==> config.mk <==
export PLATFORM = sky130hd
export DESIGN_NAME = rr4_decode_arbiter_flat
export DESIGN_NICKNAME = d
export VERILOG_FILES = /design/src/rtl/rr4_arb_pkg.sv /design/src/rtl/rr4_decode_arbiter_if.sv /design/src/rtl/dec2to4_n.sv /design/src/rtl/rr4_decode_arbiter.sv /design/src/flat_wrapper.sv
export SDC_FILE = /design/constraint.sdc
export NUM_CORES = 1
export LEC_CHECK = 0
export CAP_MARGIN = 40
export CORE_UTILIZATION = 55
export DETAILED_ROUTE_END_ITERATION = 6
export PLACE_DENSITY_LB_ADDON = 0.3
export SLEW_MARGIN = 15
export SYNTH_ARGS = -nofsm -noshare
export SYNTH_HDL_FRONTEND = slang
export SYNTH_SLANG_ARGS = --single-unit
export TNS_END_PERCENT = 20
==> constraint.sdc <==
create_clock -name clk -period 3.62 [get_ports clk]
set_clock_uncertainty 0.15 [all_clocks]
set_input_delay 0.543 -clock clk [delete_from_list [all_inputs] [get_ports clk]]
set_output_delay 0.543 -clock clk [all_outputs]
set_load 0.1 [all_outputs]
==> src/rtl/rr4_arb_pkg.sv <==
// rr4_arb_pkg: shared states, constants and round-robin pick for the decode arbiter
package rr4_arb_pkg;
    typedef enum logic [1:0] {IDLE = 2'd0, GRANT = 2'd1, GAP = 2'd2} state_t;
    localparam int NUM_REQ = 4;
    localparam logic [NUM_REQ-1:0] IDLE_GNT_N = 4'b1111;
    function automatic logic [1:0] rr_pick(input logic [NUM_REQ-1:0] req, input logic [1:0] ptr);
        logic [1:0] c;
        rr_pick = ptr;
        for (int k = NUM_REQ - 1; k >= 0; k--) begin
            c = ptr + 2'(k);
            if (req[c]) rr_pick = c;
        end
    endfunction
endpackage

==> src/rtl/rr4_decode_arbiter_if.sv <==
// rr4_decode_arbiter_if: request/enable inputs and decoded grant outputs of the arbiter
interface rr4_decode_arbiter_if;
    import rr4_arb_pkg::*;
    logic en;
    logic [NUM_REQ-1:0] req;
    logic [NUM_REQ-1:0] gnt_n;
    logic [1:0] gnt_idx;
    logic gnt_valid;
    logic timeout;
    modport master (output en, req, input gnt_n, gnt_idx, gnt_valid, timeout);
    modport slave (input en, req, output gnt_n, gnt_idx, gnt_valid, timeout);
endinterface

==> src/rtl/dec2to4_n.sv <==
// dec2to4_n: active-low 2-to-4 decoder with active-low enable
module dec2to4_n
    import rr4_arb_pkg::*;
(
    input  logic [1:0]         sel,
    input  logic               en_n,
    output logic [NUM_REQ-1:0] y_n
);
    always_comb y_n = en_n ? IDLE_GNT_N : ~(4'b0001 << sel);
endmodule

==> src/rtl/rr4_decode_arbiter.sv <==
// rr4_decode_arbiter: round-robin owner of a shared active-low decoded select bus
module rr4_decode_arbiter
    import rr4_arb_pkg::*;
#(
    parameter int MAX_HOLD = 15,
    parameter int CNT_W = 8
) (
    input logic clk,
    input logic rst_n,
    rr4_decode_arbiter_if.slave bus
);
    localparam logic [CNT_W-1:0] HOLD_LAST = CNT_W'(MAX_HOLD - 1);
    state_t state_q, state_d;
    logic [CNT_W-1:0] hold_cnt_q, hold_cnt_d;
    logic [1:0] rr_ptr_q, rr_ptr_d, gnt_idx_q, gnt_idx_d;
    logic [NUM_REQ-1:0] gnt_n_q, gnt_n_d;
    logic timeout_q, timeout_d;
    always_comb begin
        state_d = state_q;
        hold_cnt_d = hold_cnt_q;
        rr_ptr_d = rr_ptr_q;
        gnt_idx_d = gnt_idx_q;
        timeout_d = 1'b0;
        if (state_q == GRANT) begin
            if (!bus.req[gnt_idx_q] || hold_cnt_q == HOLD_LAST) begin
                state_d = GAP;
                rr_ptr_d = gnt_idx_q + 2'd1;
                timeout_d = bus.req[gnt_idx_q];
            end else hold_cnt_d = hold_cnt_q + CNT_W'(1);
        end else begin
            state_d = (|bus.req) ? GRANT : IDLE;
            gnt_idx_d = (|bus.req) ? rr_pick(bus.req, rr_ptr_q) : gnt_idx_q;
            hold_cnt_d = '0;
        end
        if (!bus.en) begin
            state_d = IDLE;
            timeout_d = 1'b0;
            rr_ptr_d = rr_ptr_q;
            gnt_idx_d = gnt_idx_q;
        end
    end
    dec2to4_n u_dec (.sel(gnt_idx_d), .en_n(state_d != GRANT), .y_n(gnt_n_d));
    always_ff @(posedge clk) begin
        if (!rst_n) begin
            state_q <= IDLE;
            hold_cnt_q <= '0;
            rr_ptr_q <= 2'd0;
            gnt_idx_q <= 2'd0;
            gnt_n_q <= IDLE_GNT_N;
            timeout_q <= 1'b0;
        end else begin
            state_q <= state_d;
            hold_cnt_q <= hold_cnt_d;
            rr_ptr_q <= rr_ptr_d;
            gnt_idx_q <= gnt_idx_d;
            gnt_n_q <= gnt_n_d;
            timeout_q <= timeout_d;
        end
    end
    assign bus.gnt_n = gnt_n_q;
    assign bus.gnt_idx = gnt_idx_q;
    assign bus.gnt_valid = (state_q == GRANT);
    assign bus.timeout = timeout_q;
endmodule

==> src/flat_wrapper.sv <==
// flat-port wrapper written by rule: the top's interface ports become plain ports
module rr4_decode_arbiter_flat import rr4_arb_pkg::*;
#(
    parameter int MAX_HOLD = 15,
    parameter int CNT_W = 8
)
  (clk, rst_n, bus_en, bus_req, bus_gnt_n, bus_gnt_idx, bus_gnt_valid, bus_timeout);
  rr4_decode_arbiter_if bus_i ();
  input logic clk;
  input logic rst_n;
  input wire logic [$bits(bus_i.en)-1:0] bus_en;
  input wire logic [$bits(bus_i.req)-1:0] bus_req;
  output wire logic [$bits(bus_i.gnt_n)-1:0] bus_gnt_n;
  output wire logic [$bits(bus_i.gnt_idx)-1:0] bus_gnt_idx;
  output wire logic [$bits(bus_i.gnt_valid)-1:0] bus_gnt_valid;
  output wire logic [$bits(bus_i.timeout)-1:0] bus_timeout;
  assign bus_i.en = bus_en;
  assign bus_i.req = bus_req;
  assign bus_gnt_n = bus_i.gnt_n;
  assign bus_gnt_idx = bus_i.gnt_idx;
  assign bus_gnt_valid = bus_i.gnt_valid;
  assign bus_timeout = bus_i.timeout;
  rr4_decode_arbiter #(.MAX_HOLD(MAX_HOLD), .CNT_W(CNT_W)) u_core (.clk(clk), .rst_n(rst_n), .bus(bus_i));
endmodule
Word-level counts from Yosys, hierarchy flattened
Cells that the tools add are included.
Widths: inputs -> output; s select.
{"block": "op_classes", "n_shift": 1, "reduce_logical": 7, "order_cmp": 5, "eq_ne": 3, "n_addsub": 5, "mux": 21, "n_bitwise": 2}
{"operator": "$mux 2", "n": 10}
{"operator": "$lt 2x3->1 const B", "n": 5}
{"operator": "$bmux 1 s2", "n": 5}
{"operator": "$add 8x1->8 const B", "n": 1}
{"operator": "$eq 8x4->1 const B", "n": 1}
{"operator": "$mux 1", "n": 6}
{"operator": "$add 2x1->2 const B", "n": 2}
{"operator": "$add 2x2->2 const B", "n": 2}
{"operator": "$not 4->4", "n": 1}
{"operator": "$reduce_and 4->1", "n": 1}
{"operator": "$reduce_or 4->1", "n": 1}
{"operator": "$shl 1x2->4 const A", "n": 1}
{"operator": "$reduce_and 3->1", "n": 1}
{"operator": "$eq 2x1->1 const B", "n": 1}
{"operator": "$ne 2x1->1 const B", "n": 1}
{"operator": "$reduce_and 2->1", "n": 1}
{"operator": "$reduce_or 2->1", "n": 1}
{"operator": "$logic_not 1->1", "n": 1}
{"operator": "$logic_or 1x1->1", "n": 1}
{"operator": "$not 1->1", "n": 1}
{"block": "totals", "register_bits": 19, "out_inout_bits": 8, "in_bits": 7, "wordCells": 50}

Longest topological paths before layout
Gate-level depths: netlist of the first run.
{"block": "depth", "ltp_word": 12, "ltp_mapped": 6, "depth_no_buf": 6}

Hierarchy
From an unflattened synthesis of the first run, not the netlist that was laid out.
{"block": "hier_totals", "cells_unflattened": 101, "hier_area_um2": 915.9}
{"mod": "rr4_decode_arbiter", "cells_per_inst": 97, "seq_area_each_um2": 380.4, "area_each_um2": 884.6, "n_inst": 1}
{"mod": "dec2to4_n", "cells_per_inst": 4, "seq_area_each_um2": 0.0, "area_each_um2": 31.3, "n_inst": 1}

Least setup slack after synthesis of the first run
OpenSTA, ideal clock, no wires.
{"block": "synth_path", "kind": "reg-to-reg", "from": "register u_core.gnt_idx_q[1], in the netlist u_core.bus.gnt_idx[1]", "to": "register u_core.rr_ptr_q[0]", "path_slack_ns": 1.271, "t_arrival_ns": 2.081, "stages_incl_launch_ff": 4, "setup_time_ns": 0.119, "path_cell_list": "dfxtp_1 mux4_2 o21a_1 o221a_1"}
{"block": "synth_between", "elab_chain_len": 5}
{"element": "from (decl)", "line_no": "rr4_decode_arbiter.sv:15", "rtl": "logic [1:0] rr_ptr_q, rr_ptr_d, gnt_idx_q, gnt_idx_d;"}
{"element": "from (signal assigned)", "line_no": "rr4_decode_arbiter.sv:55", "rtl": "gnt_idx_q <= gnt_idx_d;"}
{"element": "$bmux 1 s2", "line_no": "rr4_decode_arbiter.sv:25", "rtl": "if (!bus.req[gnt_idx_q] || hold_cnt_q == HOLD_LAST) begin"}
{"element": "$mux 1 (not written as such)", "line_no": "rr4_decode_arbiter.sv:25"}
{"element": "$logic_not 1->1", "line_no": "rr4_decode_arbiter.sv:25"}
{"element": "$logic_or 1x1->1", "line_no": "rr4_decode_arbiter.sv:25"}
{"element": "$reduce_and 3->1 (no line)"}
{"element": "to (signal assigned)", "line_no": "rr4_decode_arbiter.sv:54", "rtl": "rr_ptr_q <= rr_ptr_d;"}
{"element": "to (decl)", "line_no": "rr4_decode_arbiter.sv:15"}
No other way between the ends. The select of a mux whose other input is x is not followed.
A chain may end at the register's enable or synchronous reset.

Worst setup path in the final report of the first run
{"block": "layout_path", "from": "register u_core.gnt_idx_q[0], in the netlist u_core.bus.gnt_idx[0]", "to": "output bus_gnt_idx[0]"}
{"element": "to (decl)", "line_no": "flat_wrapper.sv:14", "rtl": "output wire logic [$bits(bus_i.gnt_idx)-1:0] bus_gnt_idx;"}
No word-level cell between the ends.

==> out/metrics.cfg, run 1 <==
[status]
status = finished with violations
violations = design-rule violations

[worst_setup_path]
cp.arrival_ns = 1.56
r2r_cells = 4
slowest_delay_ns = 0.57
critPathLaunchType = flip-flop
worstSetupEndpointType = output port
worst-path-buf-inv = 2
cp_max_fo = 6
cp_cell_sequence = clkdlybuf4s50_1 > buf_8
reg2reg_slack_ns = 1.74
cpMaxStageDelayCell = clkdlybuf4s50_1
critical_path_required_ns = 2.93
critPathKind = flip-flop to output port
timing.rr.start = u_core.bus.gnt_idx[1]
r2r_end = u_core.rr_ptr_q[1]
crit_family = buffers and inverters

[final_layout]
synthToLayoutAreaGrowth_pct = 29.6
diodes = 0
layout-drive-gt1-share_pct = 16.1
layout.nets = 134
stdcell_count = 140
fillers = 103

[die]
die_w_um = 43.8
core_area_um2 = 1580
die_area_um2 = 1920
initial_utilization_pct = 61.0
rows = 14
io_pins = 15
chipHeight_um = 43.8

[grt]
grt_overflow = 0
grt_max_degree = 11
antenna_found_initial = 0
grt_use_met3_pct = 5.00
grt_pass1_vias = 750
grt_pass1_wl_mm = 3.39
grt.busiest_layer = met2
met2_usage_pct = 41.2
grt_usage_pct = 24.8
gr-usage-met1_pct = 31.0

[sta]
fmax_mhz = 444
fin_crit_ns = 2.25
worst_pin_slew_ns = 0.559
finalHoldViolations = 0
whs_ns = 0.383
finalSetupViolCount = 0
fin_ws_ns = 1.37
rsz0062_at_grt = no
drv_slew = 0
max-slew-margin-rel_pct = 62.2
finalCritPeriodShare_pct = 62.2
setup_tns_ns = 0

[synth]
avgSynthCellArea_um2 = 9.62
ys_ff_latch = 19
yosysWarnings = 0
syn_inst = 100
ys_seq_area_share_pct = 39.5
syn_area_um2 = 962
synth_nets = 109
yosysUniqueCellTypes = 34

[detailed_routing]
drt_pass1_iterations = 7
drt_iter0_drc = 21
wl_per_cell_um = 15.0
ant_nets = 0
drc = 3
wl_mm = 2.10
vias = 857
vias_per_cell = 6.12

[worst_hold_path]
hp-class = flip-flop to flip-flop
min_to = u_core.hold_cnt_q[7]
min_delay_path_depth = 2
hold_start = u_core.hold_cnt_q[7]

[clock_network]
cts-buffers-inserted = 3
cts_hold_buf = 0
clock_latency_ns = 0.30
cts.sinks = 19
cts_resized = 0
clk_path_buf_depth = 2
post_cts_buffers = 0
cts_tree = yes
clk_pin_slew_ns = 0.10
cts_root_buf = clkbuf_4
htreeDepth = 1

[placed_design]
dp_slack_ns = 1.11
gp_congestion = 0.854
hpwlAfterDp_mm = 1.58
port-buffer-count = 14
dp.cells = 136

[power]
powerDensity_nw_per_um2 = 351
leakagePower_nw = 0.478
ir_worst_vdd_mv = 0.248

[job]
cap_violations = 0

[where the power goes]
part           total (mW)  switching [mW]  internal (mW)
clock network       0.108          0.0653         0.0430
logic               0.108          0.0666         0.0419
registers           0.221         0.00632          0.215
[layout make-up]
type | instances | area (um^2) | area share, %
Clock buffer | 4 | 26.3 | 2.11
Inverter | 4 | 15.0 | 1.20
Multi-Input combinational cell | 76 | 563 | 45.1
Sequential cell | 19 | 380 | 30.5
Tap cell | 16 | 20.0 | 1.60
Timing Repair Buffer | 21 | 243 | 19.5
[routing by layer]
layer,share of wire [%],vias up
met2,47,41
met5,0,-
met4,2.6,0
li1,-,417
met1,45,392
met3,5.6,7
[logic make-up after synthesis]
logic type / count (synthesis) / synth area share (%)
XOR/XNOR: 8 / 7.28
adder cells (fa/ha/maj): 2 / 2.60
AND/OR/NAND/NOR: 40 / 24.3
flip-flops: 19 / 39.5
AO/OA/AOI/OAI: 25 / 22.0
buffers and inverters: 5 / 1.95
multiplexers: 1 / 2.34
[state kept, by name, indices dropped and copies added, names as in the netlist]
| name | count |
|---|---|
| u_core.bus.timeout | 1 |
| u_core.bus.gnt_idx | 2 |
| u_core.rr_ptr_q | 2 |
| u_core.bus.gnt_n | 4 |
| u_core.hold_cnt_q | 8 |
| u_core.state_q | 2 |
[cell usage after synthesis, drive strengths merged]
master	instances	share of area, %
and4	1	0.91
o211ai	5	3.9
ha	2	2.6
a21oi	1	0.52
nand2	2	0.78
o21a	2	1.6
inv	4	1.6
a31o	1	0.91
and2	4	2.6
nand4	3	2.0
o311ai	1	0.91
a311oi	1	2.7
nor3b	1	0.78
o221a	1	1.2
o21bai	1	0.78
a21boi	1	0.78
nand2b	1	0.65
xor2	6	5.5
nor2b	5	3.3
or4	2	2.3
or2b	1	0.78
a211oi	3	2.3
clkbuf	1	0.39
nor2	11	4.3
mux4	1	2.3
o21ai	6	5.1
xnor2	2	1.8
nand3	3	1.6
dfxtp	19	40
a31oi	2	1.3
and3	6	4.4
[metrics by stage]
stage                     total power [mW]  utilization, %  instance area [um^2]
final                                0.438            79.1                  1250
after global routing                 0.454            79.1                  1250
after CTS                            0.438            79.1                  1250
after detailed placement             0.334            77.5                  1220
after global placement               0.319            70.8                  1120
after floorplan                      0.296               -                   962
[layout by cell type (no fill, tap or decap), types with 2 or more instances in the layout]
| cell | synthesis | final |
|---|---|---|
| a211oi_1 | 3 | 3 |
| clkdlybuf4s50_1 | 0 | 13 |
| nand4_1 | 3 | 3 |
| clkbuf_4 | 0 | 3 |
| o21a_1 | 2 | 2 |
| nand3_1 | 3 | 3 |
| nor2b_1 | 5 | 5 |
| and2_1 | 4 | 4 |
| xnor2_1 | 2 | 2 |
| o21ai_0 | 3 | 3 |
| xor2_1 | 6 | 6 |
| nand2_1 | 2 | 2 |
| and3_1 | 5 | 5 |
| or4_4 | 2 | 2 |
| nor2_1 | 11 | 11 |
| inv_1 | 4 | 4 |
| a31oi_1 | 2 | 2 |
| o21ai_2 | 2 | 2 |
| ha_1 | 2 | 2 |
| buf_8 | 0 | 7 |
| o211ai_1 | 5 | 5 |
| dfxtp_1 | 19 | 19 |
[how the worst max path moves through the flow]
stage,startpoint,end,depth (start not counted)
floorplan,u_core.bus.gnt_idx[1],u_core.rr_ptr_q[0],3
global placement,bus_req[1],u_core.bus.gnt_n[3],5
detailed placement,bus_req[1],u_core.bus.gnt_n[3],5
CTS,u_core.bus.gnt_idx[0],bus_gnt_idx[0],2
global route,u_core.bus.gnt_idx[1],bus_gnt_idx[1],2
finish,u_core.bus.gnt_idx[0],bus_gnt_idx[0],2
[worst reg2reg max path: stages (launching register included)]
cell and delay (ns):
dfxtp_1 0.46, mux4_2 0.67, o21ai_4 0.13, a21oi_1 0.10, a211oi_1 0.28
(Power assumes the default switching activity.)
==> run 2: changes to the inputs <==
Settings changed: CORE_UTILIZATION 55 to 46.
Clock period 3.62 ns to 2.06 ns, I/O delays scaled along.
==> out/metrics.cfg, run 2 (synthesis gave the netlist of run 1 again) <==
[die]
die_area_um2 = 2280  ; was 1920 um^2
initial_utilization_pct = 49.0  ; was 61.0%
chipHeight_um = 47.7  ; was 43.8 um
die_w_um = 47.7  ; was 43.8 um
rows = 16  ; was 14
core_area_um2 = 1960  ; was 1580 um^2
io_pins = 15  ; unchanged

[detailed_routing]
vias = 805  ; was 857
ant_nets = 0  ; unchanged
drt_iter0_drc = 12  ; was 21
wl_per_cell_um = 12.7  ; was 15.0 um
wl_mm = 1.95  ; was 2.10 mm
drc = 0  ; was 3
vias_per_cell = 5.23  ; was 6.12
drt_pass1_iterations = 2  ; was 7

[grt]
grt_usage_pct = 20.4  ; was 24.8%
grt_pass1_wl_mm = 3.17  ; was 3.39 mm
grt_max_degree = 11  ; unchanged
grt_pass1_vias = 718  ; was 750
grt_overflow = 0  ; unchanged
antenna_found_initial = 0  ; unchanged

[worst_setup_path]
timing.rr.start = u_core.hold_cnt_q[4]  ; was u_core.bus.gnt_idx[1]
cp.arrival_ns = 1.93  ; was 1.56 ns
slowest_delay_ns = 0.57  ; about the same
cpMaxStageDelayCell = or4_4  ; was clkdlybuf4s50_1
cp_max_fo = 4  ; was 6
critPathKind = input port to flip-flop  ; was flip-flop to output port
reg2reg_slack_ns = 0.28  ; was 1.74 ns
r2r_end = u_core.bus.gnt_n[0]  ; was u_core.rr_ptr_q[1]
worst-path-buf-inv = 1  ; was 2
r2r_cells = 5  ; was 4
critical_path_required_ns = 2.09  ; was 2.93 ns
cp_cell_sequence = clkdlybuf4s50_1 > or4_4 > and3_4 > a311oi_4 > o21ai_2  ; was clkdlybuf4s50_1 > buf_8
crit_family = simple AND/OR/NAND/NOR gates  ; was buffers and inverters
critPathLaunchType = input port  ; was flip-flop
worstSetupEndpointType = flip-flop  ; was output port

[power]
p_total_uw = 763  ; was 438 uW
leakagePower_nw = 0.483  ; was 0.478 nW
ir_worst_vdd_mv = 0.492  ; was 0.248 mV
powerDensity_nw_per_um2 = 621  ; was 351 nW/um^2

[job]
cap_violations = 0  ; unchanged

[clock_network]
cts_tree = yes  ; unchanged
cts_resized = 0  ; unchanged
clk_path_buf_depth = 2  ; unchanged
clock_latency_ns = 0.29  ; was 0.30 ns
cts_root_buf = clkbuf_4  ; unchanged
cts-buffers-inserted = 3  ; unchanged
clk_pin_slew_ns = 0.10  ; about the same
cts_hold_buf = 0  ; unchanged
htreeDepth = 1  ; unchanged
cts.sinks = 19  ; unchanged
post_cts_buffers = 0  ; unchanged

[worst_hold_path]
hp-class = flip-flop to flip-flop  ; unchanged
hold_start = u_core.hold_cnt_q[7]  ; unchanged
min_delay_path_depth = 2  ; unchanged
min_to = u_core.hold_cnt_q[7]  ; unchanged

[sta]
finalCritPeriodShare_pct = 92.2
rsz0062_at_grt = no  ; unchanged
drv_slew = 0  ; unchanged
fmax_mhz = 527
max-slew-margin-rel_pct = 71.4  ; was 62.2%
finalHoldViolations = 0  ; unchanged
fin_crit_ns = 1.90
worst_pin_slew_ns = 0.425  ; was 0.559 ns
finalSetupViolCount = 0  ; unchanged
setup_tns_ns = 0  ; unchanged

[final_layout]
final_cell_mix = 17 x buf_4, 17 x dfxtp_1, 11 x nor2_1  ; was 19 x dfxtp_1, 13 x clkdlybuf4s50_1, 11 x nor2_1
synthToLayoutAreaGrowth_pct = 27.7  ; was 29.6%
stdcell_count = 154  ; was 140
layout.nets = 137  ; was 134
largest_reg_flops = 8  ; unchanged
fin_util_pct = 62.6  ; was 79.1%
fillers = 190  ; was 103
layout-drive-gt1-share_pct = 25.2  ; was 16.1%
diodes = 0  ; unchanged
top_register = u_core.hold_cnt_q  ; unchanged

[placed_design]
gp_congestion = 0.750  ; was 0.854
port-buffer-count = 14  ; unchanged
dp.cells = 150  ; was 136
hpwlAfterDp_mm = 1.56  ; was 1.58 mm

[status]
status = finished, final reports clean  ; was finished with violations

-- run 2: where the power goes --
group | internal, mW | switching [mW]
clock | 0.0753 | 0.107
combinational | 0.0763 | 0.116
sequential | 0.379 | 0.0107
-- run 2: metal layers --
metal	up-vias	global-route usage, %	routed length [um]
li1	420	-	-
met1	372	28.4	995
met2	13	30.3	894
met3	0	6.79	65
met4	0	5.00	0
met5	-	0	0
-- run 2: area by class of cell --
| cell class | instances | area, um^2 | area share, % |
|---|---|---|---|
| Timing Repair Buffer | 24 | 208 | 16.9 |
| Multi-Input combinational cell | 76 | 563 | 45.8 |
| Tap cell | 27 | 33.8 | 2.75 |
| Sequential cell | 19 | 383 | 31.2 |
| Clock buffer | 4 | 26.3 | 2.14 |
| Inverter | 4 | 15.0 | 1.22 |
-- run 2: stage by stage --
| stage | cell area [um^2] | setup slack [ns] | hold WS (ns) |
|---|---|---|---|
| floorplan | 965 | 0.0202 | 0.285 |
| CTS | 1230 | 0.174 | 0.384 |
| global placement | 1200 | -0.123 | 0.350 |
| detailed placement | 1200 | -0.144 | 0.354 |
| global route | 1230 | 0.150 | 0.440 |
| finish | 1230 | 0.161 | 0.380 |
-- run 2: how the worst max path moves through the flow --
| stage | start | end | slack [ns] | cells after the start |
|---|---|---|---|---|
| final | bus_req[1] | u_core.bus.gnt_n[3] | 0.16 | 5 |
| after global routing | bus_req[1] | u_core.bus.gnt_n[2] | 0.15 | 5 |
| after CTS | bus_req[1] | u_core.bus.gnt_n[3] | 0.17 | 5 |
| after detailed placement | bus_req[1] | u_core.bus.gnt_n[2] | -0.14 | 5 |
| after global placement | bus_req[1] | u_core.bus.gnt_n[2] | -0.12 | 5 |
| after floorplan | u_core.state_q[1] | u_core.bus.gnt_n[0] | 0.02 | 5 |
-- run 2: worst register-to-register path, stage by stage, from the launching register on --
cell      delay [ns]
dfxtp_1         0.36
or4_4           0.59
o21ai_4         0.23
nor3b_1         0.08
buf_4           0.14
o211ai_1        0.16
